$ cat src/rtl/rr_arb_pkg.sv
// Shared constants and elaboration helpers for the slot-limited round-robin arbiter.
package rr_arb_pkg;

  localparam int REQ_NUM_DEF  = 4;
  localparam int MAX_HOLD_DEF = 8;

  // Ceiling log2, usable in parameter expressions.
  function automatic int clog2(input int value);
    int r;
    r = 0;
    for (int i = 0; i < 31; i++) begin
      if ((1 << i) < value) r = i + 1;
    end
    return r;
  endfunction

endpackage

$ cat src/rtl/rr_pick.sv
// Rotating-priority encoder: lowest set bit of vec searched circularly from start.
module rr_pick #(
  parameter int N     = 4,
  parameter int IDX_W = 2
) (
  input  logic [N-1:0]     vec,
  input  logic [IDX_W-1:0] start,
  output logic [N-1:0]     onehot,
  output logic             found
);

  logic [2*N-1:0] dbl;
  logic [2*N-1:0] below;
  logic [2*N-1:0] masked;
  logic [2*N-1:0] lowest;

  // Lower copy hides bits under start; the upper copy supplies the wrap-around.
  assign below  = ((2*N)'(1) << start) - (2*N)'(1);
  assign dbl    = {vec, vec};
  assign masked = dbl & ~below;
  assign lowest = masked & (~masked + (2*N)'(1));
  assign onehot = lowest[N-1:0] | lowest[2*N-1:N];
  assign found  = |vec;

endmodule

$ cat src/rtl/rr_arb_slot.sv
// Round-robin arbiter with time-slice limit, owner lock and back-to-back handover.
module rr_arb_slot
  import rr_arb_pkg::*;
#(
  parameter int REQ_NUM  = REQ_NUM_DEF,
  parameter int MAX_HOLD = MAX_HOLD_DEF,
  parameter int IDX_W    = clog2(REQ_NUM),
  parameter int HOLD_W   = (clog2(MAX_HOLD + 1) < 1) ? 1 : clog2(MAX_HOLD + 1)
) (
  input  logic               clk,
  input  logic               rst_n,
  input  logic [REQ_NUM-1:0] req,
  input  logic               lock,
  output logic [REQ_NUM-1:0] grant,
  output logic               grant_vld,
  output logic [IDX_W-1:0]   grant_idx,
  output logic [HOLD_W-1:0]  hold_cnt
);

  localparam logic [HOLD_W-1:0] HOLD_SAT =
    (MAX_HOLD == 0) ? {HOLD_W{1'b1}} : HOLD_W'(MAX_HOLD - 1);
  localparam logic [IDX_W-1:0] LAST_IDX = IDX_W'(REQ_NUM - 1);
  localparam bit SLICE_EN = (MAX_HOLD != 0);

  logic [IDX_W-1:0]   ptr;
  logic [IDX_W-1:0]   ptr_nxt;
  logic [IDX_W-1:0]   after_owner;
  logic [REQ_NUM-1:0] waiters;
  logic [REQ_NUM-1:0] idle_oh;
  logic [REQ_NUM-1:0] hand_oh;
  logic               idle_found;
  logic               hand_found;
  logic               owned;
  logic               drop;
  logic               slice;
  logic               release_now;
  logic [REQ_NUM-1:0] grant_nxt;
  logic               vld_nxt;
  logic [HOLD_W-1:0]  hold_nxt;

  function automatic logic [IDX_W-1:0] oh2idx(input logic [REQ_NUM-1:0] oh);
    logic [IDX_W-1:0] idx;
    idx = '0;
    for (int i = 0; i < REQ_NUM; i++) begin
      if (oh[i]) idx = idx | IDX_W'(i);
    end
    return idx;
  endfunction

  assign owned       = grant_vld;
  assign waiters     = req & ~grant;
  assign after_owner = (grant_idx == LAST_IDX) ? '0 : grant_idx + 1'b1;
  assign drop        = ~|(req & grant);
  assign slice       = SLICE_EN && !lock && (hold_cnt == HOLD_SAT) && (|waiters);
  assign release_now = owned && (drop || slice);

  rr_pick #(.N(REQ_NUM), .IDX_W(IDX_W)) u_pick_idle (
    .vec    (req),
    .start  (ptr),
    .onehot (idle_oh),
    .found  (idle_found)
  );

  // Handover search starts just past the outgoing owner so it becomes lowest priority.
  rr_pick #(.N(REQ_NUM), .IDX_W(IDX_W)) u_pick_hand (
    .vec    (waiters),
    .start  (after_owner),
    .onehot (hand_oh),
    .found  (hand_found)
  );

  always_comb begin
    grant_nxt = grant;
    vld_nxt   = grant_vld;
    ptr_nxt   = ptr;
    hold_nxt  = hold_cnt;
    if (!owned) begin
      grant_nxt = idle_oh;
      vld_nxt   = idle_found;
      hold_nxt  = '0;
    end else if (release_now) begin
      grant_nxt = hand_oh;
      vld_nxt   = hand_found;
      ptr_nxt   = after_owner;
      hold_nxt  = '0;
    end else if (hold_cnt != HOLD_SAT) begin
      hold_nxt  = hold_cnt + 1'b1;
    end
  end

  always_ff @(posedge clk or negedge rst_n) begin
    if (!rst_n) begin
      grant     <= '0;
      grant_vld <= 1'b0;
      grant_idx <= '0;
      hold_cnt  <= '0;
      ptr       <= '0;
    end else begin
      grant     <= grant_nxt;
      grant_vld <= vld_nxt;
      grant_idx <= oh2idx(grant_nxt);
      hold_cnt  <= hold_nxt;
      ptr       <= ptr_nxt;
    end
  end

endmodule

$ cat config.mk
export PLATFORM = sky130hd
export DESIGN_NAME = rr_arb_slot
export DESIGN_NICKNAME = d
export VERILOG_FILES = /design/src/rtl/rr_arb_pkg.sv /design/src/rtl/rr_pick.sv /design/src/rtl/rr_arb_slot.sv
export SDC_FILE = /design/constraint.sdc
export NUM_CORES = 1
export LEC_CHECK = 0
export CORE_AREA = 2 2 46 48
export CTS_CLUSTER_SIZE = 28
export DETAILED_ROUTE_END_ITERATION = 8
export DIE_AREA = 0 0 48 50
export GPL_TIMING_DRIVEN = 0
export PLACE_DENSITY = 0.71
export SYNTH_ARGS = -nofsm -noshare
export SYNTH_HDL_FRONTEND = slang
export SYNTH_SLANG_ARGS = --single-unit
$ cat constraint.sdc
create_clock -name clk -period 2.6 [get_ports clk]
set_input_delay 0.52 -clock clk [delete_from_list [all_inputs] [get_ports clk]]
set_output_delay 0.52 -clock clk [all_outputs]
set_load 0.01 [all_outputs]
# Word-level counts from Yosys, hierarchy flattened
# Index checks and enable logic that the tools add are counted.
dict set report totals {
  input_bits 7
  reg_bits 13
  out_inout_bits 11
  word_cells 53
}
dict set report classes {
  bitwise_logic 13
  eq_ne 5
  mux 11
  n_reduce_logical 10
  n_addsub 6
  shifts 2
}
# operator count
set ops {}
lappend ops {{$and A8 B8 Y8} 4}
lappend ops {{$not A8 Y8} 4}
lappend ops {{$mux W4} 5}
lappend ops {{$add A8 B1 Y8 const B} 2}
lappend ops {{$shl A1 B2 Y8 const A} 2}
lappend ops {{$sub A8 B2 Y8 const B} 2}
lappend ops {{$reduce_or A4 Y1} 3}
lappend ops {{$and A4 B4 Y4} 2}
lappend ops {{$or A4 B4 Y4} 2}
lappend ops {{$mux W2} 3}
lappend ops {{$add A4 B1 Y4 const B} 1}
lappend ops {{$eq A4 B3 Y1 const B} 1}
lappend ops {{$ne A4 B3 Y1 const B} 1}
lappend ops {{$not A4 Y4} 1}
lappend ops {{$logic_and A1 B1 Y1} 3}
lappend ops {{$mux W1} 3}
lappend ops {{$ne A3 B1 Y1 const B} 1}
lappend ops {{$add A2 B1 Y2 const B} 1}
lappend ops {{$eq A2 B2 Y1 const B} 1}
lappend ops {{$logic_not A1 Y1} 2}
lappend ops {{$ne A2 B1 Y1 const B} 1}
lappend ops {{$reduce_and A2 Y1} 1}
lappend ops {{$logic_or A1 B1 Y1} 1}

# Depth between registers and ports, before layout
# Gate-level depths: netlist (run 1).
dict set report logic_depth {
  word_depth 15
  depth_mapped 8
  mapped_depth_nobuf 8
}

# Cells and area by module
# From an unflattened synthesis (run 1), not the netlist that was laid out.
dict set report unflattened {
  hier_cells 108
  hier_area_um2 954.7
}
# mod cells_each seq_area_each_um2 area_per_inst_um2 instances
set by_module_without_submodules {}
lappend by_module_without_submodules {rr_arb_slot 58 325.3 666.9 1}
lappend by_module_without_submodules {rr_pick 25 0.0 143.9 2}

# Least setup slack after synthesis (run 1)
# Ideal clock, no wire load.
dict set report synth_path {
  path_kind {register to register}
  from {reg ptr[1]}
  to {reg grant_idx[1]}
  arrival_time_ps 1794
  setup_ps 69
  path_slack_ps 737
  path_stages_with_launch 9
  required_ps 2531
  synth_period_minus_slack_ps 1863
  path_buffers 0
  path_cell_list {dfrtp_1 > nor2_1 > inv_1 > ha_1 > a21bo_2 > a2111o_1 > o21a_1 > o41a_2 > nand3_1}
}
dict set report synth_between {
  elab_chain_len 11
}
# element line_no
set synth_rtl {}
lappend synth_rtl {{start, declared} rr_arb_slot.sv:25} ;# logic [IDX_W-1:0] ptr;
lappend synth_rtl {{start signal, assigned} rr_arb_slot.sv:103} ;# ptr <= ptr_nxt;
lappend synth_rtl {{$shl A1 B2 Y8 *} rr_pick.sv:18} ;# assign below = ((2*N)'(1) << start) - (2*N)'(1);
lappend synth_rtl {{$sub A8 B2 Y8 *} rr_pick.sv:18}
lappend synth_rtl {{$not A8 Y8 *} rr_pick.sv:20} ;# assign masked = dbl & ~below;
lappend synth_rtl {{$and A8 B8 Y8 *} rr_pick.sv:20}
lappend synth_rtl {{$not A8 Y8} rr_pick.sv:21} ;# assign lowest = masked & (~masked + (2*N)'(1));
lappend synth_rtl {{$add A8 B1 Y8} rr_pick.sv:21}
lappend synth_rtl {{$and A8 B8 Y8 *} rr_pick.sv:21}
lappend synth_rtl {{$or A4 B4 Y4 *} rr_pick.sv:22} ;# assign onehot = lowest[N-1:0] | lowest[2*N-1:N];
lappend synth_rtl {{$mux W4 *} rr_arb_slot.sv:77} ;# if (!owned) begin
lappend synth_rtl {{$mux W2} rr_arb_slot.sv:45} ;# if (oh[i]) idx = idx | IDX_W'(i);
lappend synth_rtl {{$mux W2 *} rr_arb_slot.sv:45}
lappend synth_rtl {{end signal, assigned} rr_arb_slot.sv:101} ;# grant_idx <= oh2idx(grant_nxt);
lappend synth_rtl {{end, declared} rr_arb_slot.sv:16} ;# output logic [IDX_W-1:0] grant_idx,
# Every way passes the cells marked *; elsewhere a longest branch is shown, timed or not.
# A chain may end at the register's enable or synchronous reset.

# Final worst setup path (run 1)
dict set report layout_path {
  from {in req[3]}
  to {reg grant_idx[0]}
}
dict set report layout_between {
  elab_chain_len 11
  elab_cells_between_ends 23
  cone_classes {add/sub (2); mux (5); bitwise (10); reduce/logical (6)}
}
# element line_no
set layout_rtl {}
lappend layout_rtl {{start, declared} rr_arb_slot.sv:12} ;# input logic [REQ_NUM-1:0] req,
lappend layout_rtl {{$and A4 B4 Y4} rr_arb_slot.sv:51} ;# assign waiters = req & ~grant;
lappend layout_rtl {{$and A8 B8 Y8} rr_pick.sv:20}
lappend layout_rtl {{$not A8 Y8} rr_pick.sv:21}
lappend layout_rtl {{$add A8 B1 Y8} rr_pick.sv:21}
lappend layout_rtl {{$and A8 B8 Y8} rr_pick.sv:21}
lappend layout_rtl {{$or A4 B4 Y4} rr_pick.sv:22}
lappend layout_rtl {{$mux W4} rr_arb_slot.sv:81} ;# end else if (release_now) begin
lappend layout_rtl {{$mux W4 *} rr_arb_slot.sv:77}
lappend layout_rtl {{$mux W1} rr_arb_slot.sv:45}
lappend layout_rtl {{$mux W2} rr_arb_slot.sv:45}
lappend layout_rtl {{$mux W2 *} rr_arb_slot.sv:45}
# Every way passes the cells marked *; elsewhere a longest branch is shown, timed or not. The select of a mux whose other input is x is not followed.

==> flow_summary.rst, run 1 <==
.. list-table::
   :header-rows: 1

   * - Metric
     - Value
   * - P per Cell Area
     - roughly 970 mW/mm^2
   * - Most frequent cells in the layout
     - 15 x sky130_fd_sc_hd__clkdlybuf4s50_1, 13 x sky130_fd_sc_hd__dfrtp_1, 7 x sky130_fd_sc_hd__o21ai_0
   * - Final min period
     - ~2100 ps
   * - Share of the clock period used by the worst path
     - between 80% and 90%
   * - Pin count of the biggest net entering global routing
     - 14
   * - Net switching fraction of the power
     - 41.6%
   * - Layout cell share with drive strength beyond 1
     - 14.5%
   * - Maximum buffer depth of the clock tree
     - 2
   * - IR Drop Worst-Case VDD
     - 520 uV
   * - Worst r2r src
     - ptr[1]
   * - Number of clock sinks seen by CTS
     - 13
   * - Cells taking the most area after synthesis
     - sky130_fd_sc_hd__dfrtp_1 37%, sky130_fd_sc_hd__ha_1 5.7%, sky130_fd_sc_hd__o21ai_0 4.0%, sky130_fd_sc_hd__a41oi_4 3.1%, sky130_fd_sc_hd__a21oi_1 2.8%
   * - Kind of end point of the critical path
     - register
   * - Crit-path max cell delay
     - between 600 and 700 ps
   * - Lkg Pwr
     - about 0.46 nW
   * - Power Total
     - ~0.0011 W
   * - Num rows
     - 16
   * - Kind of critical path
     - in -> reg
   * - PortBufs
     - 15
   * - CTS-repair resized insts
     - 0
   * - Flop and latch count out of synthesis
     - 13
   * - Startpoint kind of the worst setup timing path
     - input pin
   * - Worst hold path startpoint
     - req[0]
   * - Remaining global-route overflow
     - 0
   * - Die width
     - between 40 and 50 um
   * - Drt via density
     - 5.67
   * - First-pass GRT wire length
     - around 3.2 mm
   * - Total DRC errors in the routed layout
     - 0
   * - Max-cap violation count
     - 0
   * - Final RePlAce weighted congestion
     - slightly above 0.8
   * - 1st-pass router iterations
     - 5
   * - Hold bufs inserted after CTS
     - 0
   * - Cell depth of the worst flop-to-flop path
     - 8
   * - Count of boundary I/O pins
     - 18
   * - Detailed placer's ending HPWL
     - about 1.5 mm
   * - Worst hold path cell count
     - 2
   * - Global-route track usage on met3
     - 6.96%
   * - Vertical extent of the die
     - about 50 um
   * - Most frequent standard cell in the layout excluding fill and tap cells
     - sky130_fd_sc_hd__clkdlybuf4s50_1
   * - Total negative slack
     - 0 ps
   * - Synth Instances
     - between 90 and 100
   * - Worst setup slack for register-to-register paths
     - 560 ps
   * - Core area
     - about 0.0019 sq mm
   * - Number of buffers added by the clock tree synthesis step
     - 3
   * - Number of setup violations in the final report
     - 0
   * - Post-synth top area share
     - 36.8%
   * - Worst-path fanout max
     - 8
   * - FF+latch area
     - ~330 sq um
   * - Type of the worst min-delay path
     - in -> reg
   * - Measured slew at the worst slew-check pin
     - roughly 600 ps
   * - Overall Global Routing Usage
     - ~18%
   * - CP max stage cell
     - sky130_fd_sc_hd__clkdlybuf4s50_1
   * - Initial antenna violation count
     - 0
   * - Final ANT Viol Nets
     - 0
   * - Data required time of the worst path
     - 2810 ps
   * - Average footprint of a synthesized cell
     - 9.71 sq um
   * - Post-synthesis cell area
     - a little under 900 sq um
   * - Clock skew after layout
     - about 3.2 ps
   * - Endpoint of the most critical register-to-register path
     - grant_idx[1]
   * - Maximum clock frequency
     - between 400 and 500 MHz
   * - Starting utilization of the core area
     - 46.4%
   * - Root buf cell
     - sky130_fd_sc_hd__clkbuf_4
   * - CTS tree
     - built
   * - Setup repair bufs after CTS
     - 0
   * - Detailed Route WL
     - roughly 1.9 mm
   * - Footprint of the multi-input gates
     - approximately 520 sq um
   * - Die Outline Area
     - approximately 0.0024 sq mm
   * - Main flop type after synthesis
     - sky130_fd_sc_hd__dfrtp_1
   * - Proportion of synthesized flip-flops having asynchronous set or reset
     - 100%
   * - Total number of nets in the final design
     - between 100 and 150
   * - Clock transition at the registers of the reported paths
     - 80 ps
   * - Post-DR wirelength/cell
     - 14.1 um
   * - Area delta synth->final
     - 23.9%
   * - Post-Synthesis Net Count
     - around 100
   * - Power share of the combinational group
     - 55.2%
   * - Result of the run
     - finished clean
   * - Vias in the first global route
     - 703
   * - Fillers
     - roughly 180
   * - Net switching component of the power
     - 0.000443 W
   * - Headroom to the max-slew limit
     - 59.6%
   * - Met1 routing resource usage after global routing
     - between 20% and 30%
   * - Met2 demand-to-capacity share in global routing
     - approximately a quarter
   * - Clock Latency Late Sink
     - around 280 ps
   * - Total count of max-transition violations in the final report
     - 0
   * - Number of warning messages in the yosys log
     - 0
   * - Drt first-iter violations
     - 26
   * - Sequential area share after synthesis
     - a little under two fifths
   * - Core occupancy in the finished layout
     - 57.6%
   * - Busiest layer in global routing
     - met1
   * - Number of flops mapped to enable cells by yosys
     - 0
   * - Int Power
     - slightly above 0.0006 W
   * - H-tree depth
     - 1
   * - RSZ-0062 raised after global routing
     - no
   * - Number of distinct standard cells referenced by the synthesized netlist
     - 38
   * - Antenna Diode Count
     - 0
   * - Arrival time worst endpoint
     - ~2400 ps
   * - Hold endpoint
     - grant_vld
   * - Sequence of cells on the critical path
     - clkdlybuf4s50_1 -> nand2b_1 -> a41oi_4 -> o21ai_4 -> or4_4 -> nand3b_1
   * - Final hold slack
     - between 400 and 500 ps
   * - Area leader, netlist
     - sky130_fd_sc_hd__dfrtp_1
   * - Clk network pwr share
     - a little under an eighth
   * - Total number of vias
     - ~800
   * - Final Hold Violating Endpoints
     - 0
   * - Sequential Power Share
     - between 30% and 40%
layout make-up:
cell class / count / share of cell area [%]
Multi-Input combinational cell: 70 / 47.2
Sequential cell: 13 / 29.7
Timing Repair Buffer: 15 / 13.7
Tap cell: 27 / 3.09
Clock buffer: 3 / 2.06
Inverter: 6 / 2.06
Buffer: 2 / 1.71
Clock inverter: 1 / 0.457
power by group through the flow:
stage	logic (W)	clock network, W	registers [W]
2_1_floorplan	0.000369	0	0.000364
3_3_place_gp	0.000569	0	0.000352
3_5_place_dp	0.000586	0	0.000355
4_1_cts	0.000589	0.000131	0.000352
5_1_grt	0.000657	0.000143	0.000368
6_report	0.000588	0.000125	0.000353
state kept, by name, summed over array words and instances (netlist names):
signal	cells
hold_cnt	4
grant_idx	2
grant	4
ptr	2
grant_vld	1
cell families after synthesis:
kind of cell	Yosys count	share of synthesized area (%)
buffers and inverters	8	4.67
AOI/OAI and AO/OA	29	27.8
and+or+nand+nor	35	22.9
DFF	13	36.8
adders and majority gates	4	5.67
xor gates and xnor gates	1	0.992
muxes	1	1.13
synthesized netlist by cell type, drive strengths merged, types with 2 or more instances:
| library cell | number |
|---|---|
| a21oi | 5 |
| a22o | 2 |
| buf | 2 |
| dfrtp | 13 |
| ha | 4 |
| inv | 6 |
| nand2 | 6 |
| nand2b | 4 |
| nand3 | 4 |
| nand3b | 3 |
| nor2 | 7 |
| nor2b | 3 |
| nor3 | 3 |
| o211ai | 2 |
| o21ai | 8 |
| or4 | 2 |
critical path, delay by kind of cell:
family | cells | cell delay, ps
AO/OA/AOI/OAI | 2 | 380
AND/OR/NAND/NOR | 3 | 830
buffers and inverters | 1 | 610
worst max path at each step:
| stage | start | to | slack [ps] | cells after the start |
|---|---|---|---|---|
| final | req[3] | grant_idx[0] | 460 | 6 |
| after global routing | req[3] | grant_idx[0] | 410 | 6 |
| after CTS | req[3] | grant_idx[0] | 490 | 6 |
| after detailed placement | req[3] | grant_idx[0] | 210 | 6 |
| after global placement | req[3] | grant_idx[0] | 210 | 6 |
| after floorplan | ptr[1] | grant_idx[1] | 740 | 8 |
per-stage QoR:
| stage | area [sq um] | instances | setup slack, ps |
|---|---|---|---|
| after floorplan | 883 | 91 | 737 |
| after global placement | 1070 | 133 | 213 |
| after detailed placement | 1070 | 133 | 211 |
| after CTS | 1090 | 137 | 490 |
| after global routing | 1090 | 137 | 412 |
| final | 1090 | 137 | 465 |
routing by layer:
metal | up-vias | routed length (um) | share of wire, %
li1 | 377 | - | -
met1 | 373 | 915 | 48
met2 | 25 | 892 | 46
met3 | 2 | 106 | 5.5
met4 | 0 | 12 | 0.62
met5 | - | 0 | 0
Power figures use the tool's default switching activity.
==> inputs of run 2 (changes only) <==
==> constraint.sdc (replaced) <==
create_clock -name clk -period 2 [get_ports clk]
set_input_delay 0.4 -clock clk [delete_from_list [all_inputs] [get_ports clk]]
set_output_delay 0.4 -clock clk [all_outputs]
set_load 0.01 [all_outputs]
==> flow_summary.rst, run 2 (synthesized netlist as in run 1, its figures left out) <==
.. list-table::
   :header-rows: 1

   * - Metric
     - Value
   * - Result of the run
     - finished clean
   * - Number of setup violations in the final report
     - 0
   * - Number of buffers added by the clock tree synthesis step
     - 3
   * - Share of the clock period used by the worst path
     - 97.9%
   * - Total negative slack
     - 0 ps
   * - PortBufs
     - 15
   * - Hold endpoint
     - grant_vld
   * - Lkg Pwr
     - just under 0.5 nW
   * - Maximum buffer depth of the clock tree
     - 2
   * - Final ANT Viol Nets
     - 0
   * - Most frequent standard cell in the layout excluding fill and tap cells
     - sky130_fd_sc_hd__clkdlybuf4s50_1
   * - Footprint of the multi-input gates
     - roughly 550 sq um
   * - Largest registers
     - grant (4), hold_cnt (4)
   * - Arrival time worst endpoint
     - 2170 ps
   * - Worst-path fanout max
     - 8
   * - Fillers
     - 165
   * - Detailed placer's ending HPWL
     - 1.47 mm
   * - Initial antenna violation count
     - 0
   * - 1st-pass router iterations
     - 4
   * - Final hold slack
     - approximately 370 ps
   * - Detailed Route WL
     - slightly below 2 mm
   * - Met3 wirelength from detailed routing
     - between 100 and 150 um
   * - Antenna Diode Count
     - 0
   * - Worst r2r src
     - hold_cnt[1]
   * - Measured slew at the worst slew-check pin
     - 607 ps
   * - CTS tree
     - built
   * - Pin count of the biggest net entering global routing
     - 14
   * - Total count of max-transition violations in the final report
     - 0
   * - Total number of vias
     - between 700 and 800
   * - Vertical extent of the die
     - roughly 50 um
   * - Area delta synth->final
     - 30.6%
   * - Worst setup slack for register-to-register paths
     - ~100 ps
   * - FF+latch area
     - 329 sq um
   * - Headroom to the max-slew limit
     - 59.4%
   * - Max-cap violation count
     - 0
   * - Family of cells with the greatest summed delay on the critical path
     - simple AND/OR/NAND/NOR gates
   * - Kind of critical path
     - in -> reg
   * - Drt via density
     - ~5.5
   * - Core occupancy in the finished layout
     - 60.7%
   * - Routed length on met2
     - about 890 um
   * - Final RePlAce weighted congestion
     - approximately 0.8
   * - Power Total
     - roughly 0.0015 W
   * - Startpoint kind of the worst setup timing path
     - input pin
   * - Root buf cell
     - sky130_fd_sc_hd__clkbuf_4
   * - Wire length on met1
     - around 930 um
   * - Total number of nets in the final design
     - between 100 and 150
   * - Hold bufs inserted after CTS
     - 0
   * - Most frequent cells in the layout
     - 14 x sky130_fd_sc_hd__clkdlybuf4s50_1, 10 x sky130_fd_sc_hd__dfrtp_1, 7 x sky130_fd_sc_hd__o21ai_0, 6 x sky130_fd_sc_hd__inv_1, 6 x sky130_fd_sc_hd__nand2_1
   * - Top metal layer carrying routed signals
     - met4
   * - Crit-path max cell delay
     - 550 ps
   * - P per Cell Area
     - about 1300 mW/mm^2
   * - Type of the worst min-delay path
     - in -> reg
   * - Starting utilization of the core area
     - between 40% and 50%
   * - Final Hold Violating Endpoints
     - 0
   * - Num rows
     - 16
   * - Number of clock sinks seen by CTS
     - 13
   * - Clock skew after layout
     - about 5.7 ps
   * - Drt first-iter violations
     - 31
   * - Worst hold path startpoint
     - req[0]
   * - Endpoint of the most critical register-to-register path
     - grant_idx[0]
   * - Final min period
     - 1960 ps
   * - Die Outline Area
     - approximately 0.0024 sq mm
   * - Count of boundary I/O pins
     - 18
   * - Overall Global Routing Usage
     - between 15 and 20%
   * - Post-DR wirelength/cell
     - ~14 um
   * - Clock Latency Late Sink
     - approximately 280 ps
   * - Data required time of the worst path
     - approximately 2200 ps
   * - Kind of end point of the critical path
     - register
   * - CP max stage cell
     - sky130_fd_sc_hd__or4_4
   * - Core area
     - approximately 0.0019 sq mm
   * - Total DRC errors in the routed layout
     - 0
   * - IR Drop Worst-Case VDD
     - around 690 uV
   * - Remaining global-route overflow
     - 0
   * - Maximum clock frequency
     - 511 MHz
   * - Launch point of the critical path
     - req[2]
   * - Vias in the first global route
     - 703
   * - H-tree depth
     - 1
   * - Layout cell share with drive strength beyond 1
     - 23.0%
   * - Cell depth of the worst flop-to-flop path
     - 6
   * - Die width
     - 48 um
   * - Worst hold path cell count
     - 2
   * - Sequence of cells on the critical path
     - clkdlybuf4s50_1 -> a22o_2 -> nor2_4 -> o21ai_4 -> or4_4 -> nand3b_1
   * - Clock transition at the registers of the reported paths
     - 90 ps
   * - CP Buf/Inv Count
     - 1
   * - First-pass GRT wire length
     - 3.15 mm
-- run 2: worst max path at each step --
stage | to | slack [ps] | cells past startpoint
finish | grant_idx[0] | 40 | 6
CTS | grant_idx[0] | 10 | 6
global placement | grant_idx[0] | -270 | 6
detailed placement | grant_idx[0] | -270 | 6
floorplan | grant_idx[1] | 140 | 8
global route | grant_idx[0] | -7 | 6
-- run 2: routing by layer --
metal  track usage (%)  vias to the layer above
met3              6.96                        2
met5                 0                        -
met4              4.50                        0
met2              23.8                       23
li1                  -                      382
met1              28.2                      358
-- run 2: cell type report --
class,count,area share [%]
tap,27,2.93
inverter,6,1.95
buffer,2,1.63
clock buffer,3,1.95
timing repair buffer,18,15.2
sequential,13,28.5
multi-input combinational,70,47.4
clock inverter,1,0.434
-- run 2: power by group --
group | switching (W) | internal, W | leakage, nW
sequential | 0.000113 | 0.000361 | 0.161
combinational | 0.000401 | 0.000438 | 0.310
clock | 0.0000899 | 0.0000742 | 0.0177
total | 0.000603 | 0.000872 | 0.489
-- run 2: repair_timing --
item                                    in CTS  in global routing
endpoints found under the setup margin       2                  4
gates resized for setup                      1                  8
pin swaps                                    0                  2
setup buffers                                0                  3
hold endpoints to repair                     0                  0
-- run 2: through the flow --
stage	worst slack, ps	cells	area, sq um
final	41.2	140	1150
after global routing	-7.27	140	1150
after CTS	10.0	137	1100
after detailed placement	-269	133	1070
after floorplan	137	91	883
after global placement	-267	133	1070
==> inputs of run 3 (changes only) <==
--- a/config.mk
+++ b/config.mk
@@ -10,6 +10,7 @@
 export DETAILED_ROUTE_END_ITERATION = 8
 export DIE_AREA = 0 0 48 50
 export GPL_TIMING_DRIVEN = 0
+export MAX_ROUTING_LAYER = met4
 export PLACE_DENSITY = 0.71
 export SYNTH_ARGS = -nofsm -noshare
 export SYNTH_HDL_FRONTEND = slang
==> flow_summary.rst, run 3 (synthesized netlist as in run 1, its figures left out) <==
.. list-table::
   :header-rows: 1

   * - Metric
     - Value
   * - Result of the run
     - finished clean
   * - Headroom to the max-slew limit
     - 59.4%
   * - Clock Latency Late Sink
     - roughly 280 ps
   * - Drt via density
     - 5.54
   * - Clock skew after layout
     - 5.44 ps
   * - Vias in the first global route
     - between 700 and 800
   * - Family of cells with the greatest summed delay on the critical path
     - simple AND/OR/NAND/NOR gates
   * - Total DRC errors in the routed layout
     - 0
   * - Maximum buffer depth of the clock tree
     - 2
   * - Endpoint of the most critical register-to-register path
     - grant_idx[0]
   * - Detailed placer's ending HPWL
     - about 1.5 mm
   * - Layout cell share with drive strength beyond 1
     - about 23%
   * - Crit-path max cell delay
     - 550 ps
   * - Startpoint kind of the worst setup timing path
     - input pin
   * - Pin count of the biggest net entering global routing
     - 14
   * - Launch point of the critical path
     - req[2]
   * - Largest registers
     - grant (4), hold_cnt (4)
   * - CP Buf/Inv Count
     - 1
   * - Area delta synth->final
     - 30.6%
   * - Cell depth of the worst flop-to-flop path
     - 6
   * - Count of boundary I/O pins
     - 18
   * - Sequence of cells on the critical path
     - clkdlybuf4s50_1 -> a22o_2 -> nor2_4 -> o21ai_4 -> or4_4 -> nand3b_1
   * - Initial antenna violation count
     - 0
   * - Final RePlAce weighted congestion
     - between 0.8 and 0.9
   * - Data required time of the worst path
     - between 2000 and 2500 ps
   * - Lkg Pwr
     - 0.489 nW
   * - IR Drop Worst-Case VDD
     - approximately 690 uV
   * - Overall Global Routing Usage
     - roughly a fifth
   * - Worst Setup EP
     - grant_idx[0]
   * - Detailed Route WL
     - 1.97 mm
   * - Most frequent cells in the layout
     - 14 x sky130_fd_sc_hd__clkdlybuf4s50_1, 10 x sky130_fd_sc_hd__dfrtp_1, 7 x sky130_fd_sc_hd__o21ai_0, 6 x sky130_fd_sc_hd__inv_1, 6 x sky130_fd_sc_hd__nand2_1
   * - Final min period
     - 1960 ps
   * - Total negative slack
     - 0 ps
   * - Worst-path fanout max
     - 8
   * - Worst r2r src
     - hold_cnt[1]
   * - Total placed cells including tap cells
     - 133
   * - Maximum clock frequency
     - between 500 and 600 MHz
   * - Die Outline Area
     - roughly 0.0024 sq mm
   * - Post-route non-filler standard cell count
     - 140
   * - Arrival time worst endpoint
     - 2170 ps
   * - Num rows
     - 16
   * - Vertical extent of the die
     - 50 um
   * - Final Hold Violating Endpoints
     - 0
   * - Final ANT Viol Nets
     - 0
   * - Kind of end point of the critical path
     - register
   * - Measured slew at the worst slew-check pin
     - 607 ps
   * - Drt first-iter violations
     - 34
   * - Clock transition at the registers of the reported paths
     - 90 ps
   * - Finished layout cell area
     - between 0.001 and 0.0015 sq mm
   * - First-pass GRT wire length
     - between 3 and 4 mm
   * - Number of setup violations in the final report
     - 0
   * - Antenna Diode Count
     - 0
   * - Worst setup slack for register-to-register paths
     - about 90 ps
   * - Setup slack of the critical path after layout
     - 38.9 ps
   * - Type of the worst min-delay path
     - in -> reg
   * - Total count of max-transition violations in the final report
     - 0
   * - H-tree depth
     - 1
   * - Cell area reported after detailed placement
     - around 0.0011 sq mm
   * - Die width
     - around 48 um
   * - CTS tree
     - built
   * - Core area
     - around 0.0019 sq mm
   * - Post-placement setup slack
     - -269 ps
   * - Number of clock sinks seen by CTS
     - 13
   * - Post-DR wirelength/cell
     - approximately 14 um
   * - Root buf cell
     - sky130_fd_sc_hd__clkbuf_4
   * - Kind of critical path
     - in -> reg
   * - 1st-pass router iterations
     - 5
   * - Number of buffers added by the clock tree synthesis step
     - 3
   * - Stages on worst setup path
     - 6
   * - Remaining global-route overflow
     - 0
   * - PortBufs
     - 15
   * - Worst hold path cell count
     - 2
   * - Most frequent standard cell in the layout excluding fill and tap cells
     - sky130_fd_sc_hd__clkdlybuf4s50_1
   * - CP max stage cell
     - sky130_fd_sc_hd__or4_4
   * - Max-cap violation count
     - 0
   * - Total number of vias
     - just under 800
   * - P per Cell Area
     - around 1300 mW/mm^2
   * - Share of the clock period used by the worst path
     - 98.1%
   * - Total number of nets in the final design
     - 125
   * - Starting utilization of the core area
     - 46.4%
==> run 3: cell counts in the layout (fill, tap and decap cells not counted) <==
No cell type changed its count.
==> run 3: layer usage <==
metal  routed length, um  vias up  global-route usage [%]  part of all wire [%]
met4                  12        0                    4.50                  0.61
met1                 928      359                    28.2                    47
met3                 142        2                    6.96                   7.2
li1                    -      381                       -                     -
met5                   0        -                       -                     0
met2                 888       33                    23.8                    45
==> run 3: area by class of cell <==
class	count	area [sq um]
Clock buffer	3	22.5
Fill cell	165	748
Multi-Input combinational cell	70	547
Buffer	2	18.8
Clock inverter	1	5.00
Sequential cell	13	329
Timing Repair Buffer	18	175
Inverter	6	22.5
Tap cell	27	33.8
==> run 3: worst reg2reg max path: stages, from the launching register on <==
cell and delay [ps]:
sky130_fd_sc_hd__dfrtp_1 400, sky130_fd_sc_hd__ha_2 230, sky130_fd_sc_hd__nand4bb_1 150, sky130_fd_sc_hd__a41oi_4 280, sky130_fd_sc_hd__o21ai_4 130, sky130_fd_sc_hd__or4_4 560
sky130_fd_sc_hd__nand3b_1 100
==> run 3: power by group <==
part	total, W	internal [W]	switching, W	leakage [nW]
combinational	0.000841	0.000438	0.000404	0.310
sequential	0.000474	0.000361	0.000113	0.161
clock	0.000164	0.0000741	0.0000895	0.0177
total	0.00148	0.000872	0.000607	0.489
==> run 3: per-stage QoR <==
stage                     hold WS (ps)  total power (W)  util (%)
after global routing               373          0.00162      60.7
after detailed placement           512          0.00122      56.1
final                              371          0.00148      60.7
after floorplan                    104         0.000952         -
after CTS                          354          0.00140      57.7
after global placement             505          0.00120      56.1
==> run 3: what timing repair did <==
action / CTS / global route
setup buffers: 0 / 3
resized for setup: 1 / 8
hold buffers: 0 / 0
gates cloned: 0 / 0
pin swaps: 0 / 2
setup endpoints to repair: 2 / 4
==> run 3: how the worst min path moves through the flow <==
stage                      start         to  slack [ps]
detailed placement  grant_idx[0]     ptr[0]         510
CTS                       req[0]  grant_vld         350
finish                    req[0]  grant_vld         370
floorplan                  rst_n   grant[0]         100
global route              req[0]  grant_vld         370
global placement    grant_idx[0]     ptr[0]         500
